<file path="src/rtl/usb_fs_tx.sv">
// ---------------------------------------------------------------------------
// usb_fs_tx: full-speed (12 Mb/s) USB serial transmitter.
//
// Takes packet bytes over a valid/ready byte interface and drives the D+/D-
// pad values. Each packet is SYNC, then the NRZI-encoded, bit-stuffed payload
// sent LSB first, then EOP (SE0, SE0, J). The design runs from the 48 MHz
// clock, so each USB bit lasts CLKS_PER_BIT clocks. Every output is
// registered.
//
// Parameters:
//   CLKS_PER_BIT : clk48 cycles per USB bit period (must be >= 2)
//   STUFF_LEN    : run of consecutive 1 bits after which a 0 is stuffed
//
// Ports:
//   clk48       in   48 MHz system clock
//   rst_n       in   asynchronous active-low reset
//   tx_data     in   payload byte, sent LSB first
//   tx_valid    in   tx_data/tx_last valid; in IDLE this starts a packet
//   tx_last     in   the current byte is the final byte of the packet
//   tx_ready    out  one-clock load pulse; byte taken on tx_valid && tx_ready
//   usb_tx_dp   out  D+ drive value
//   usb_tx_dn   out  D- drive value
//   usb_tx_oe   out  pad output enable, high for the whole packet incl. EOP
//   tx_busy     out  high from packet start until the last EOP bit ends
//   tx_underrun out  one-clock pulse when a load cycle found tx_valid low
// ---------------------------------------------------------------------------
module usb_fs_tx #(
  parameter int CLKS_PER_BIT = 4,
  parameter int STUFF_LEN    = 6
) (
  input  logic       clk48,
  input  logic       rst_n,
  input  logic [7:0] tx_data,
  input  logic       tx_valid,
  input  logic       tx_last,
  output logic       tx_ready,
  output logic       usb_tx_dp,
  output logic       usb_tx_dn,
  output logic       usb_tx_oe,
  output logic       tx_busy,
  output logic       tx_underrun
);

  localparam int PW = (CLKS_PER_BIT > 1) ? $clog2(CLKS_PER_BIT) : 1;
  localparam int OW = $clog2(STUFF_LEN + 1);
  localparam logic [PW-1:0] PHASE_LAST = PW'(CLKS_PER_BIT - 1);
  localparam logic [PW-1:0] PHASE_PRE  = PW'(CLKS_PER_BIT - 2);
  localparam logic [OW-1:0] ONES_MAX   = OW'(STUFF_LEN);

  typedef enum logic [1:0] {
    ST_IDLE,
    ST_SYNC,
    ST_DATA,
    ST_EOP
  } state_e;

  state_e        state_q, state_d;
  logic [PW-1:0] phase_q, phase_d;
  logic [2:0]    bit_cnt_q, bit_cnt_d;
  logic [7:0]    shift_q, shift_d;
  logic          last_q, last_d;
  logic [OW-1:0] ones_q, ones_d;
  logic [1:0]    eop_cnt_q, eop_cnt_d;
  logic          dp_q, dp_d;
  logic          dn_q, dn_d;
  logic          oe_q, oe_d;
  logic          ready_q, ready_d;
  logic          underrun_q, underrun_d;
  logic          busy_q, busy_d;

  logic          advance;
  logic          stuff_pending;
  logic          load_window;
  logic          emit;
  logic          tx_bit;
  logic          enter_eop;

  // A new bit slot starts on the clock edge that ends the last phase of the
  // current slot. During SYNC/DATA, dp_q is the current J/K level, so it is
  // the NRZI reference for the next bit.
  assign advance       = (state_q != ST_IDLE) && (phase_q == PHASE_LAST);
  assign stuff_pending = (state_q == ST_DATA) && (ones_q == ONES_MAX);

  // The slot on the line is the final bit of SYNC or of a non-last byte, and
  // no stuff bit follows it. The next byte must be loaded at the end of this
  // slot. When a stuff bit is pending, the window moves to the stuff slot,
  // because bit_cnt holds its value through that slot.
  assign load_window = (bit_cnt_q == 3'd7) &&
                       ((state_q == ST_SYNC) ||
                        ((state_q == ST_DATA) && !stuff_pending && !last_q));

  // Next-state and output logic. Each branch only chooses what happens in the
  // next bit slot (emit a bit, load a byte, or enter EOP). The shared tails
  // below then apply the NRZI/stuffing update and the SE0 drive.
  always_comb begin
    state_d    = state_q;
    phase_d    = phase_q;
    bit_cnt_d  = bit_cnt_q;
    shift_d    = shift_q;
    last_d     = last_q;
    ones_d     = ones_q;
    eop_cnt_d  = eop_cnt_q;
    dp_d       = dp_q;
    dn_d       = dn_q;
    oe_d       = oe_q;
    busy_d     = busy_q;
    ready_d    = 1'b0;
    underrun_d = 1'b0;
    emit       = 1'b0;
    tx_bit     = 1'b0;
    enter_eop  = 1'b0;

    if (state_q != ST_IDLE) begin
      phase_d = (phase_q == PHASE_LAST) ? '0 : phase_q + PW'(1);
      // tx_ready is registered, so it is raised one clock ahead. This makes
      // it cover exactly the final clock of the load-window slot.
      ready_d = (phase_q == PHASE_PRE) && load_window;
    end

    unique case (state_q)
      ST_IDLE: begin
        phase_d = '0;
        if (tx_valid) begin
          // First SYNC bit is a 0, so the line toggles J -> K at once.
          state_d   = ST_SYNC;
          busy_d    = 1'b1;
          oe_d      = 1'b1;
          bit_cnt_d = 3'd0;
          ones_d    = '0;
          emit      = 1'b1;
          tx_bit    = 1'b0;
        end
      end

      ST_SYNC: begin
        if (advance && !load_window) begin
          bit_cnt_d = bit_cnt_q + 3'd1;
          emit      = 1'b1;
          tx_bit    = (bit_cnt_q == 3'd6);
        end
      end

      ST_DATA: begin
        if (advance) begin
          if (stuff_pending) begin
            // The stuffed 0 occupies a slot without consuming a data bit.
            emit   = 1'b1;
            tx_bit = 1'b0;
          end else if ((bit_cnt_q == 3'd7) && last_q) begin
            enter_eop = 1'b1;
          end else if (!load_window) begin
            // shift_q[0] is the bit already sent. A stuff slot leaves shift_q
            // unchanged, so shift_q[1] is always the next data bit.
            bit_cnt_d = bit_cnt_q + 3'd1;
            shift_d   = shift_q >> 1;
            emit      = 1'b1;
            tx_bit    = shift_q[1];
          end
        end
      end

      ST_EOP: begin
        if (advance) begin
          if (eop_cnt_q == 2'd2) begin
            state_d   = ST_IDLE;
            oe_d      = 1'b0;
            busy_d    = 1'b0;
            ones_d    = '0;
            dp_d      = 1'b1;
            dn_d      = 1'b0;
            eop_cnt_d = 2'd0;
          end else begin
            eop_cnt_d = eop_cnt_q + 2'd1;
            if (eop_cnt_q == 2'd1) begin
              dp_d = 1'b1;
              dn_d = 1'b0;
            end
          end
        end
      end

      default: begin
        state_d = ST_IDLE;
      end
    endcase

    // Load cycle: take the offered byte, or abort into EOP on underrun.
    if (advance && load_window) begin
      if (tx_valid) begin
        state_d   = ST_DATA;
        shift_d   = tx_data;
        last_d    = tx_last;
        bit_cnt_d = 3'd0;
        emit      = 1'b1;
        tx_bit    = tx_data[0];
      end else begin
        underrun_d = 1'b1;
        enter_eop  = 1'b1;
      end
    end

    if (enter_eop) begin
      state_d   = ST_EOP;
      eop_cnt_d = 2'd0;
      dp_d      = 1'b0;
      dn_d      = 1'b0;
    end

    // NRZI: a 1 holds the line, a 0 toggles J <-> K. The ones counter follows
    // every bit placed on the line, stuffed bits included.
    if (emit) begin
      dp_d   = tx_bit ? dp_q : ~dp_q;
      dn_d   = tx_bit ? dn_q : ~dn_q;
      ones_d = tx_bit ? (ones_q + OW'(1)) : '0;
    end
  end

  // State and output registers. Reset returns to idle J with the pads
  // released, and drops any packet in flight without sending EOP.
  always_ff @(posedge clk48 or negedge rst_n) begin
    if (!rst_n) begin
      state_q    <= ST_IDLE;
      phase_q    <= '0;
      bit_cnt_q  <= 3'd0;
      shift_q    <= 8'h00;
      last_q     <= 1'b0;
      ones_q     <= '0;
      eop_cnt_q  <= 2'd0;
      dp_q       <= 1'b1;
      dn_q       <= 1'b0;
      oe_q       <= 1'b0;
      ready_q    <= 1'b0;
      underrun_q <= 1'b0;
      busy_q     <= 1'b0;
    end else begin
      state_q    <= state_d;
      phase_q    <= phase_d;
      bit_cnt_q  <= bit_cnt_d;
      shift_q    <= shift_d;
      last_q     <= last_d;
      ones_q     <= ones_d;
      eop_cnt_q  <= eop_cnt_d;
      dp_q       <= dp_d;
      dn_q       <= dn_d;
      oe_q       <= oe_d;
      ready_q    <= ready_d;
      underrun_q <= underrun_d;
      busy_q     <= busy_d;
    end
  end

  assign tx_ready    = ready_q;
  assign usb_tx_dp   = dp_q;
  assign usb_tx_dn   = dn_q;
  assign usb_tx_oe   = oe_q;
  assign tx_busy     = busy_q;
  assign tx_underrun = underrun_q;

endmodule
</file>
<file path="config.mk">
export PLATFORM = sky130hd
export DESIGN_NAME = usb_fs_tx
export DESIGN_NICKNAME = d
export VERILOG_FILES = /design/src/rtl/usb_fs_tx.sv
export SDC_FILE = /design/constraint.sdc
export NUM_CORES = 1
export LEC_CHECK = 0
export ABC_AREA = 1
export BUFFER_PORTS_ARGS = -buffer_cell sky130_fd_sc_hd__buf_2
export CAP_MARGIN = 20
export CORE_MARGIN = 8
export CORE_UTILIZATION = 57
export CTS_CLUSTER_DIAMETER = 40
export DETAILED_ROUTE_END_ITERATION = 7
export PLACE_DENSITY = 0.86
export RECOVER_POWER = 25
export SLEW_MARGIN = 10
export SYNTH_ARGS = -nofsm -noshare
export SYNTH_HDL_FRONTEND = slang
export SYNTH_SLANG_ARGS = --single-unit
export TNS_END_PERCENT = 5
</file>
<file path="constraint.sdc">
create_clock -name clk48 -period 2.45 [get_ports clk48]
set_input_delay 0.3675 -clock clk48 [delete_from_list [all_inputs] [get_ports clk48]]
set_output_delay 0.3675 -clock clk48 [all_outputs]
set_load 0.01 [all_outputs]
</file>
==> flow_metrics.py, run 1 <==
metrics = {
    "sta": {
        "relSlewSlack_pct": 12.4,
        "fmax_ghz": 0.484,
        "min_period_ns": 2.07,
        "worst_clock_skew_ns": 0.00874,
        "post-route-period-util_pct": 84.3,
        "rsz0062_at_grt": "false",
        "worst_pin_slew_ns": 1.31,
        "final_max_slew_viol_count": 0,
        "hold_viol_final": 0,
        "tns_ns": 0,
        "finalSetupViolCount": 0,
    },
    "critical_path": {
        "reg2reg_to": "bit_cnt_q[1]$_DFF_PN0_",
        "worstPathArrival_ns": 2.32,
        "critPathMaxFanout": 10,
        "setup.worst_path.end_class": "flip-flop",
        "start_kind": "flip-flop",
        "r2r_cells": 11,
        "path_class": "reg2reg",
        "cp-startpoint": "bit_cnt_q[0]$_DFF_PN0_",
        "r2r_start": "bit_cnt_q[0]$_DFF_PN0_",
        "required_ns": 2.70,
        "r2r_slack_ns": 0.38,
    },
    "floorplan": {
        "core-area_mm2": 0.00269,
        "rows": 19,
        "ioPinCount": 18,
        "start_util_pct": 58.6,
        "die_w_um": 68.6,
        "die_area_mm2": 0.00470,
        "die_height_um": 68.6,
    },
    "global_routing": {
        "antenna_found_initial": 0,
        "overflow": 0,
        "grt_max_degree": 26,
        "grt_pass1_vias": 1313,
        "grt_usage_pct": 15.0,
        "grt_pass1_wl_um": 5510,
    },
    "drt": {
        "vias": 1305,
        "drtPass1Iterations": 7,
        "wl_um": 3110,
        "wire_per_inst_um": 12.5,
        "antenna_left": 0,
        "remaining_drc_errors": 0,
        "vias_per_cell": 5.26,
        "drt_iter0_drc": 42,
    },
    "synth": {
        "synth-seq-cells": 25,
        "synth_most_common_cell": "nand2_1",
        "syn_area_mm2": 0.00158,
        "ys_async_sr_fraction_pct": 100,
        "postSynthCellCount": 198,
        "postSynthAreaPerCell_um2": 7.96,
        "synth-edff-count": 0,
        "yosys_warnings": 0,
        "yosysTopAreaCellShare_pct": 38.1,
        "yosysSeqAreaShare_pct": 39.8,
        "synth_commonest_cells": "nand2_1, inv_1, dfrtp_1, o21ai_0, ha_1",
        "synth.area.top_cells": "dfrtp_1, nand2_1, ha_1, inv_1, o21ai_0",
        "synth_ff_type": "dfrtp_1",
        "synth_area_leader_cell": "dfrtp_1",
        "synth_cell_types": 25,
        "syn_nets": 224,
    },
    "placed_design": {
        "port_buffers": 17,
        "hpwl_um": 2430,
        "routabilityCongestion": 0.860,
    },
    "hold_path": {
        "worstHoldPathCells": 3,
        "worstHoldPathType": "in2reg",
        "worstHoldEndpoint": "shift_q[3]$_DFF_PN0_",
        "hold_path_startpoint": "tx_data[3]",
    },
    "layout": {
        "final_nets": 244,
        "areaGrowthSynthToFinish_pct": 8.34,
        "drive_gt1_share_pct": 15.7,
        "antenna_cells": 0,
    },
    "job": {
        "maxCapViolations": 0,
    },
    "cts": {
        "cts_setup_buffers": 0,
        "cts_hold_buf": 0,
        "clock-root-buffer": "clkbuf_4",
        "ctsResizeCount": 0,
        "cts_sinks": 25,
        "cts_made_buffers": 3,
        "clk_path_buf_depth": 2,
        "clk_pin_slew_ns": 0.14,
        "ctsHtreeMaxLevel": 1,
        "clk_latency_ns": 0.31,
        "tritoncts": "built",
    },
    "power_and_ir_drop": {
        "powerDensity_mw_per_mm2": 617,
        "total_power_mw": 1.05,
        "leakagePower_nw": 0.906,
        "vdd_drop_max_mv": 0.749,
    },
    "outcome": {
        "outcome": "finished clean",
    },
}
-- state kept, by name, indices dropped and copies added, names as in the netlist, 2 cells and up --
| register | cells |
|---|---|
| phase_q | 2 |
| shift_q | 7 |
| eop_cnt_q | 2 |
| bit_cnt_q | 3 |
| state_q | 2 |
| ones_q | 3 |
-- power breakdown --
part           switching (mW)  internal (mW)
clock                   0.124         0.0609
sequential             0.0415          0.466
combinational           0.229          0.132
total                   0.394          0.659
-- critical path: stages, from the launching register on --
cell and delay, ns:
dfrtp_1 0.46, ha_1 0.23, ha_1 0.27, nand2_1 0.11, o21ai_0 0.08, inv_1 0.11, nand4_4 0.23, nand2_1 0.19
inv_1 0.05, o21ai_1 0.11, nand2_1 0.06, a21oi_1 0.12
-- cell families (layout without fill, tap and decap cells) --
group	count (synthesis)	after routing	share of synthesized area, %
multiplexers	5	5	3.18
adder cells (fa/ha/maj)	14	14	11.1
flip-flops	25	25	39.8
buffers and inverters	32	51	8.58
AO/OA/AOI/OAI	31	31	11.1
AND/OR/NAND/NOR	91	91	26.2
-- area by class of cell --
cell class / instances / area, um^2
clock buffers: 3 / 22.5
well taps: 31 / 38.8
multi-input cells: 141 / 813
clock inverters: 1 / 5.00
inverters: 29 / 109
repair buffers: 18 / 91.3
flip-flops and latches: 25 / 627
fillers: 238 / 980
-- layer usage --
layer	part of all wire, %	GRT usage (%)	wire, um	vias up
li1	-	-	-	674
met1	45	17.6	1390	597
met2	49	26.2	1530	25
met3	3.8	2.91	119	9
met4	2.1	5.63	66	0
met5	0	0	0	-
-- placed cells by master (no fill, tap or decap), types with 6 or more instances in the layout --
master and instances:
nand2_1 57, buf_2 16, nand2_2 6, inv_1 28, a21oi_1 10, ha_1 14
nand3_1 10, nor2_1 8, o21ai_0 15, dfrtp_1 24
-- how the worst max path moves through the flow --
| stage | to | slack, ns | cells after the start |
|---|---|---|---|
| finish | bit_cnt_q[1]$_DFF_PN0_ | 0.38 | 11 |
| global route | usb_tx_dn$_DFFE_PN0P_ | 0.22 | 12 |
| CTS | bit_cnt_q[1]$_DFF_PN0_ | 0.37 | 11 |
| detailed placement | bit_cnt_q[1]$_DFF_PN0_ | 0.41 | 11 |
| global placement | ones_q[0]$_DFFE_PN0P_ | 0.43 | 11 |
| floorplan | bit_cnt_q[1]$_DFF_PN0_ | 0.65 | 11 |
-- stage by stage --
step	worst slack [ns]	hold WS [ns]	std cells	util, %	instance area (um^2)
2_1_floorplan	0.649	0.0719	198	-	1580
3_3_place_gp	0.432	0.385	244	62.6	1680
3_5_place_dp	0.409	0.389	244	62.6	1680
4_1_cts	0.370	0.0281	248	63.6	1710
5_1_grt	0.218	0.245	248	63.5	1710
6_report	0.385	0.245	248	63.5	1710
Note: power is estimated with default switching activity, not from simulation.
==> inputs of run 2 (changes only) <==
==> constraint.sdc (replaced) <==
create_clock -name clk48 -period 2.03 [get_ports clk48]
set_input_delay 0.3045 -clock clk48 [delete_from_list [all_inputs] [get_ports clk48]]
set_output_delay 0.3045 -clock clk48 [all_outputs]
set_load 0.01 [all_outputs]
==> flow_metrics.py, run 2 (synthesis gave the netlist of run 1 again) <==
metrics = {
    "global_routing": {
        "busiest_layer": "met2",
        "grt_util_met1_pct": 19.0,
        "grtUsageMet3_pct": 2.75,
        "grt_pass1_vias": 1252,
        "grt.met2_usage_pct": 23.2,
        "grt_max_degree": 26,
        "grt_pass1_wl_um": 5280,
        "overflow": 0,
        "grt_usage_pct": 14.3,
        "antenna_found_initial": 0,
    },
    "critical_path": {
        "worstPathArrival_ns": 2.08,
        "start_kind": "flip-flop",
        "setup.worst_path.end_class": "flip-flop",
        "required_ns": 2.26,
        "critPathMaxFanout": 8,
        "path_class": "reg2reg",
    },
    "sta": {
        "fmax_ghz": 0.540,
        "finalSetupViolCount": 0,
        "final_max_slew_viol_count": 0,
        "post-route-period-util_pct": 91.2,
        "worst_pin_slew_ns": 1.33,
        "rsz0062_at_grt": "false",
        "finalWorstSetupSlack_ns": 0.180,
        "tns_ns": 0,
        "hold_viol_final": 0,
        "relSlewSlack_pct": 11.2,
        "worst_clock_skew_ns": 0.0111,
        "min_period_ns": 1.85,
    },
    "drt": {
        "antenna_left": 0,
        "vias_per_cell": 5.10,
        "drt_iter0_drc": 48,
        "vias": 1296,
        "wl_um": 3040,
        "drtPass1Iterations": 4,
        "wire_per_inst_um": 12.0,
        "remaining_drc_errors": 0,
    },
    "layout": {
        "final_nets": 250,
        "fillers": 241,
        "mostFrequentLayoutCells": "nand2_1, inv_1, dfrtp_1, buf_2, o21ai_0",
        "final_common_cell": "nand2_1",
        "largest_register_ffs": 7,
        "antenna_cells": 0,
        "regMostFlops": "shift_q",
        "ff_latch_area_um2": 627,
        "drive_gt1_share_pct": 18.8,
        "areaGrowthSynthToFinish_pct": 11.8,
        "top_regs": "shift_q: 7 flops, bit_cnt_q: 3 flops, ones_q: 3 flops",
        "multiInputGateArea_um2": 821,
    },
    "floorplan": {
        "die_w_um": 68.6,
        "ioPinCount": 18,
        "die_area_mm2": 0.00470,
        "start_util_pct": 58.6,
        "core-area_mm2": 0.00269,
        "die_height_um": 68.6,
        "rows": 19,
    },
    "outcome": {
        "outcome": "finished clean",
    },
    "power_and_ir_drop": {
        "powerDensity_mw_per_mm2": 718,
        "vdd_drop_max_mv": 0.611,
        "leakagePower_nw": 0.928,
    },
    "placed_design": {
        "hpwl_um": 2310,
        "port_buffers": 17,
        "dp_slack_ns": 0.146,
        "routabilityCongestion": 0.898,
    },
    "hold_path": {
        "worstHoldPathType": "in2reg",
    },
    "cts": {
        "cts_sinks": 25,
        "cts_made_buffers": 3,
        "tritoncts": "built",
        "clock-root-buffer": "clkbuf_4",
        "clk_path_buf_depth": 2,
        "clk_pin_slew_ns": 0.14,
        "ctsHtreeMaxLevel": 1,
        "clk_latency_ns": 0.32,
    },
    "job": {
        "maxCapViolations": 0,
    },
}
[run 2: cell count changes in the layout (fill, tap and decap cells not counted), sizes merged]
| cell | change |
|---|---|
| buf | +5 |
| dlygate4sd3 | +1 |
[run 2: power breakdown]
part / internal [mW] / switching [mW] / total [mW] / leakage, nW
Sequential: 0.563 / 0.0487 / 0.611 / 0.298
Clock: 0.0737 / 0.146 / 0.220 / 0.0177
Combinational: 0.167 / 0.267 / 0.435 / 0.612
[run 2: what timing repair did]
item,CTS,global route
gates resized for setup,0,3
endpoints found under the setup margin,0,7
hold buffers,1,0
setup buffers,0,2
hold endpoints to repair,24,0
[run 2: stage by stage]
step | utilization, % | power [mW] | hold WS, ns | area, um^2 | instances
after global placement | 63.4 | 1.03 | 0.328 | 1700 | 247
after global routing | 65.6 | 1.38 | 0.157 | 1760 | 254
final | 65.6 | 1.27 | 0.173 | 1760 | 254
after CTS | 64.8 | 1.28 | 0.158 | 1740 | 252
after detailed placement | 63.4 | 1.04 | 0.338 | 1700 | 247
after floorplan | - | 0.934 | 0.00891 | 1580 | 198
[run 2: final timing paths]
path / endpoint / start / cells past startpoint / slack (ns)
worst max-delay path: shift_q[1]$_DFF_PN0_ / bit_cnt_q[1]$_DFF_PN0_ / 10 / 0.18
worst min-delay path: shift_q[7]$_DFF_PN0_ / tx_data[7] / 3 / 0.17
worst max register to register: shift_q[1]$_DFF_PN0_ / bit_cnt_q[1]$_DFF_PN0_ / 10 / 0.18
worst min register to register: phase_q[0]$_DFF_PN0_ / phase_q[0]$_DFF_PN0_ / 1 / 0.48
max in group asynchronous: tx_underrun$_DFF_PN0_ / rst_n / 2 / 0.45
min in group asynchronous: shift_q[3]$_DFF_PN0_ / rst_n / 2 / 0.79
[run 2: cell type report]
class	count	area share, %
multi-input combinational	141	46.6
sequential	25	35.6
timing repair buffer	24	7.88
inverter	29	6.18
tap	31	2.20
clock buffer	3	1.28
clock inverter	1	0.284
[run 2: routing by layer]
metal	vias to the layer above	part of all wire [%]
met5	-	0
met3	2	3.0
li1	687	-
met4	0	0.46
met2	16	49
met1	591	48
[run 2: worst max-delay path, stage by stage (launching register included)]
cell and delay [ns]:
dfrtp_1 0.44, ha_1 0.20, ha_2 0.21, nand2_1 0.09, o21ai_0 0.08, inv_1 0.11
nand4_4 0.12, buf_4 0.19, nand2_1 0.05, o21ai_0 0.07, o21ai_0 0.19
==> inputs of run 3 (changes only) <==
--- a/config.mk
+++ b/config.mk
@@ -5,7 +5,7 @@
 export SDC_FILE = /design/constraint.sdc
 export NUM_CORES = 1
 export LEC_CHECK = 0
-export ABC_AREA = 1
+export ABC_AREA = 0
 export BUFFER_PORTS_ARGS = -buffer_cell sky130_fd_sc_hd__buf_2
 export CAP_MARGIN = 20
 export CORE_MARGIN = 8
==> constraint.sdc (replaced) <==
create_clock -name clk48 -period 1.81 [get_ports clk48]
set_input_delay 0.2715 -clock clk48 [delete_from_list [all_inputs] [get_ports clk48]]
set_output_delay 0.2715 -clock clk48 [all_outputs]
set_load 0.01 [all_outputs]
==> flow_metrics.py, run 3 <==
metrics = {
    "cts": {
        "cts_setup_buffers": 0,
        "clk_path_buf_depth": 2,
        "cts_sinks": 25,
        "cts_made_buffers": 3,
        "clk_pin_slew_ns": 0.15,
        "tritoncts": "built",
        "clock-root-buffer": "clkbuf_4",
        "ctsHtreeMaxLevel": 1,
        "clk_latency_ns": 0.34,
    },
    "synth": {
        "synth_ff_type": "dfrtp_1",
        "synth-seq-cells": 25,
        "ys_async_sr_fraction_pct": 100,
        "synth_most_common_cell": "dfrtp_1",
        "postSynthAreaPerCell_um2": 9.24,
        "yosys_warnings": 0,
        "synth.area.top_cells": "dfrtp_1, ha_1, nand2_1, o21ai_0, a21oi_1",
        "synth_area_leader_cell": "dfrtp_1",
        "postSynthCellCount": 163,
        "syn_nets": 189,
        "synth_cell_types": 41,
        "yosysTopAreaCellShare_pct": 39.9,
        "synth_commonest_cells": "dfrtp_1, nand2_1, inv_1, ha_1, o21ai_0",
        "synth-edff-count": 0,
        "yosysSeqAreaShare_pct": 41.6,
        "syn_area_mm2": 0.00151,
    },
    "drt": {
        "wire_per_inst_um": 15.1,
        "vias": 1322,
        "vias_per_cell": 5.63,
        "antenna_left": 0,
        "drt_iter0_drc": 92,
        "drtPass1Iterations": 4,
        "wl_um": 3550,
        "wl_met3_um": 264,
        "wl_met1_um": 1440,
        "wl_met2_um": 1740,
        "routed.top_layer": "met4",
        "remaining_drc_errors": 0,
    },
    "sta": {
        "finalWorstSetupSlack_ns": -0.234,
        "min_period_ns": 2.04,
        "rsz0062_at_grt": "true",
        "worst_clock_skew_ns": 0.0125,
        "final_max_slew_viol_count": 0,
        "relSlewSlack_pct": 57.0,
        "finalSetupViolCount": 18,
        "hold_viol_final": 0,
        "post-route-period-util_pct": 113,
        "worst_pin_slew_ns": 0.646,
        "fmax_ghz": 0.489,
    },
    "outcome": {
        "outcome": "complete, but fails checks",
        "violations": "negative setup slack",
    },
    "placed_design": {
        "routabilityCongestion": 0.922,
        "hpwl_um": 2770,
        "port_buffers": 17,
        "dp_cells": 230,
    },
    "floorplan": {
        "start_util_pct": 60.3,
        "die_w_um": 67.4,
        "die_height_um": 67.4,
        "rows": 18,
        "die_area_mm2": 0.00454,
        "core-area_mm2": 0.00250,
        "ioPinCount": 18,
    },
    "critical_path": {
        "start_kind": "flip-flop",
        "critPathMaxFanout": 7,
        "required_ns": 2.08,
        "setup.worst_path.end_class": "flip-flop",
        "critPathMaxStageDelay_ns": 0.41,
        "path_class": "reg2reg",
        "cp_slowest_cell": "dfrtp_1",
        "path_cells": "ha_2, ha_4, or3b_4, or3_4, o22ai_4, a21oi_1, a31oi_1",
        "worstPathArrival_ns": 2.31,
    },
    "layout": {
        "regMostFlops": "shift_q",
        "fillers": 161,
        "mostFrequentLayoutCells": "dfrtp_1, buf_4, nand2_1, buf_2, inv_1",
        "final_nets": 232,
        "areaGrowthSynthToFinish_pct": 25.6,
        "antenna_cells": 0,
        "drive_gt1_share_pct": 31.2,
        "post_layout_nonfiller_instances": 235,
        "top_regs": "shift_q: 7 flops, bit_cnt_q: 3 flops, ones_q: 3 flops",
        "final_core_util_pct": 75.7,
        "largest_register_ffs": 7,
    },
    "power_and_ir_drop": {
        "vdd_drop_max_mv": 0.917,
        "powerDensity_mw_per_mm2": 867,
        "leakagePower_nw": 0.898,
    },
    "global_routing": {
        "antenna_found_initial": 0,
        "grt_usage_pct": 17.2,
        "grt_pass1_vias": 1407,
        "overflow": 0,
        "grt_max_degree": 26,
        "grt_pass1_wl_um": 6070,
    },
    "hold_path": {
        "worstHoldPathType": "in2reg",
    },
    "job": {
        "maxCapViolations": 0,
    },
}
run 3: cell count changes in the layout (fill, tap and decap cells not counted), sizes merged, moves of 3 or more:
cell,delta
nand2,-44
buf,+20
o21ai,-3
nor2,+3
inv,-14
nand4,-6
a21oi,+4
nor3,+4
nand3,-6
run 3: cells by family (layout without fill, tap and decap cells):
| group | count (synthesis) | in the layout | share of synthesized area (%) |
|---|---|---|---|
| buf+inv | 21 | 63 | 5.90 |
| flops | 25 | 25 | 41.6 |
| mux | 7 | 7 | 4.73 |
| compound gates | 45 | 45 | 19.9 |
| fa+ha+maj | 14 | 14 | 11.6 |
| simple gates | 51 | 51 | 16.2 |
run 3: metrics by stage:
| step | power, mW | hold WS (ns) | area (um^2) | setup slack [ns] | setup TNS [ns] |
|---|---|---|---|---|---|
| 2_1_floorplan | 1.07 | -0.0241 | 1510 | -0.214 | -1.36 |
| 3_3_place_gp | 1.29 | 0.281 | 1810 | -0.197 | -1.00 |
| 3_5_place_dp | 1.33 | 0.295 | 1810 | -0.268 | -1.75 |
| 4_1_cts | 1.63 | 0.118 | 1880 | -0.247 | -1.48 |
| 5_1_grt | 1.73 | 0.111 | 1890 | -0.363 | -3.94 |
| 6_report | 1.64 | 0.115 | 1890 | -0.234 | -1.59 |
run 3: area by class of cell:
type	count	area, um^2	share of cell area (%)
sequential	25	627	33.1
timing repair buffer	44	307	16.2
tap	30	37.5	1.98
inverter	15	56.3	2.98
clock inverter	1	7.51	0.397
multi-input combinational	117	835	44.1
clock buffer	3	22.5	1.19
run 3: path summary, 6_finish.rpt:
| kind | from | to | slack [ns] | depth (start not counted) |
|---|---|---|---|---|
| max | bit_cnt_q[0]$_DFF_PN0_ | ones_q[2]$_DFFE_PN0P_ | -0.23 | 7 |
| min in group asynchronous | rst_n | tx_ready$_DFF_PN0_ | 0.46 | 2 |
| min | tx_last | last_q$_DFFE_PN0P_ | 0.12 | 3 |
| max in group asynchronous | rst_n | usb_tx_dn$_DFFE_PN0P_ | 0.93 | 2 |
| max reg2reg | bit_cnt_q[0]$_DFF_PN0_ | ones_q[2]$_DFFE_PN0P_ | -0.23 | 7 |
| min reg2reg | usb_tx_dp$_DFFE_PN1P_ | usb_tx_dp$_DFFE_PN1P_ | 0.53 | 2 |
run 3: critical path, delay by kind of cell, from the launching register on:
kind	cells	cell delay, ns
and+or+nand+nor	2	0.76
DFF	1	0.41
AOI/OAI and AO/OA	3	0.47
adders and majority gates	2	0.35
run 3: repair_timing:
action / CTS / global route
pin swaps: 2 / 1
resized for setup: 10 / 1
endpoints found under the hold margin: 24 / 0
setup endpoints to repair: 19 / 19
hold buffers: 1 / 0
run 3: per-layer routing:
metal / GRT usage [%] / vias to the layer above
met5: 0 / -
met1: 18.7 / 602
li1: - / 650
met2: 30.6 / 55
met4: 8.09 / 0
met3: 4.30 / 15
run 3: report_power, final:
part,switching (mW),internal (mW)
Clock,0.188,0.0849
Sequential,0.0544,0.641
Combinational,0.372,0.300
Total,0.614,1.03
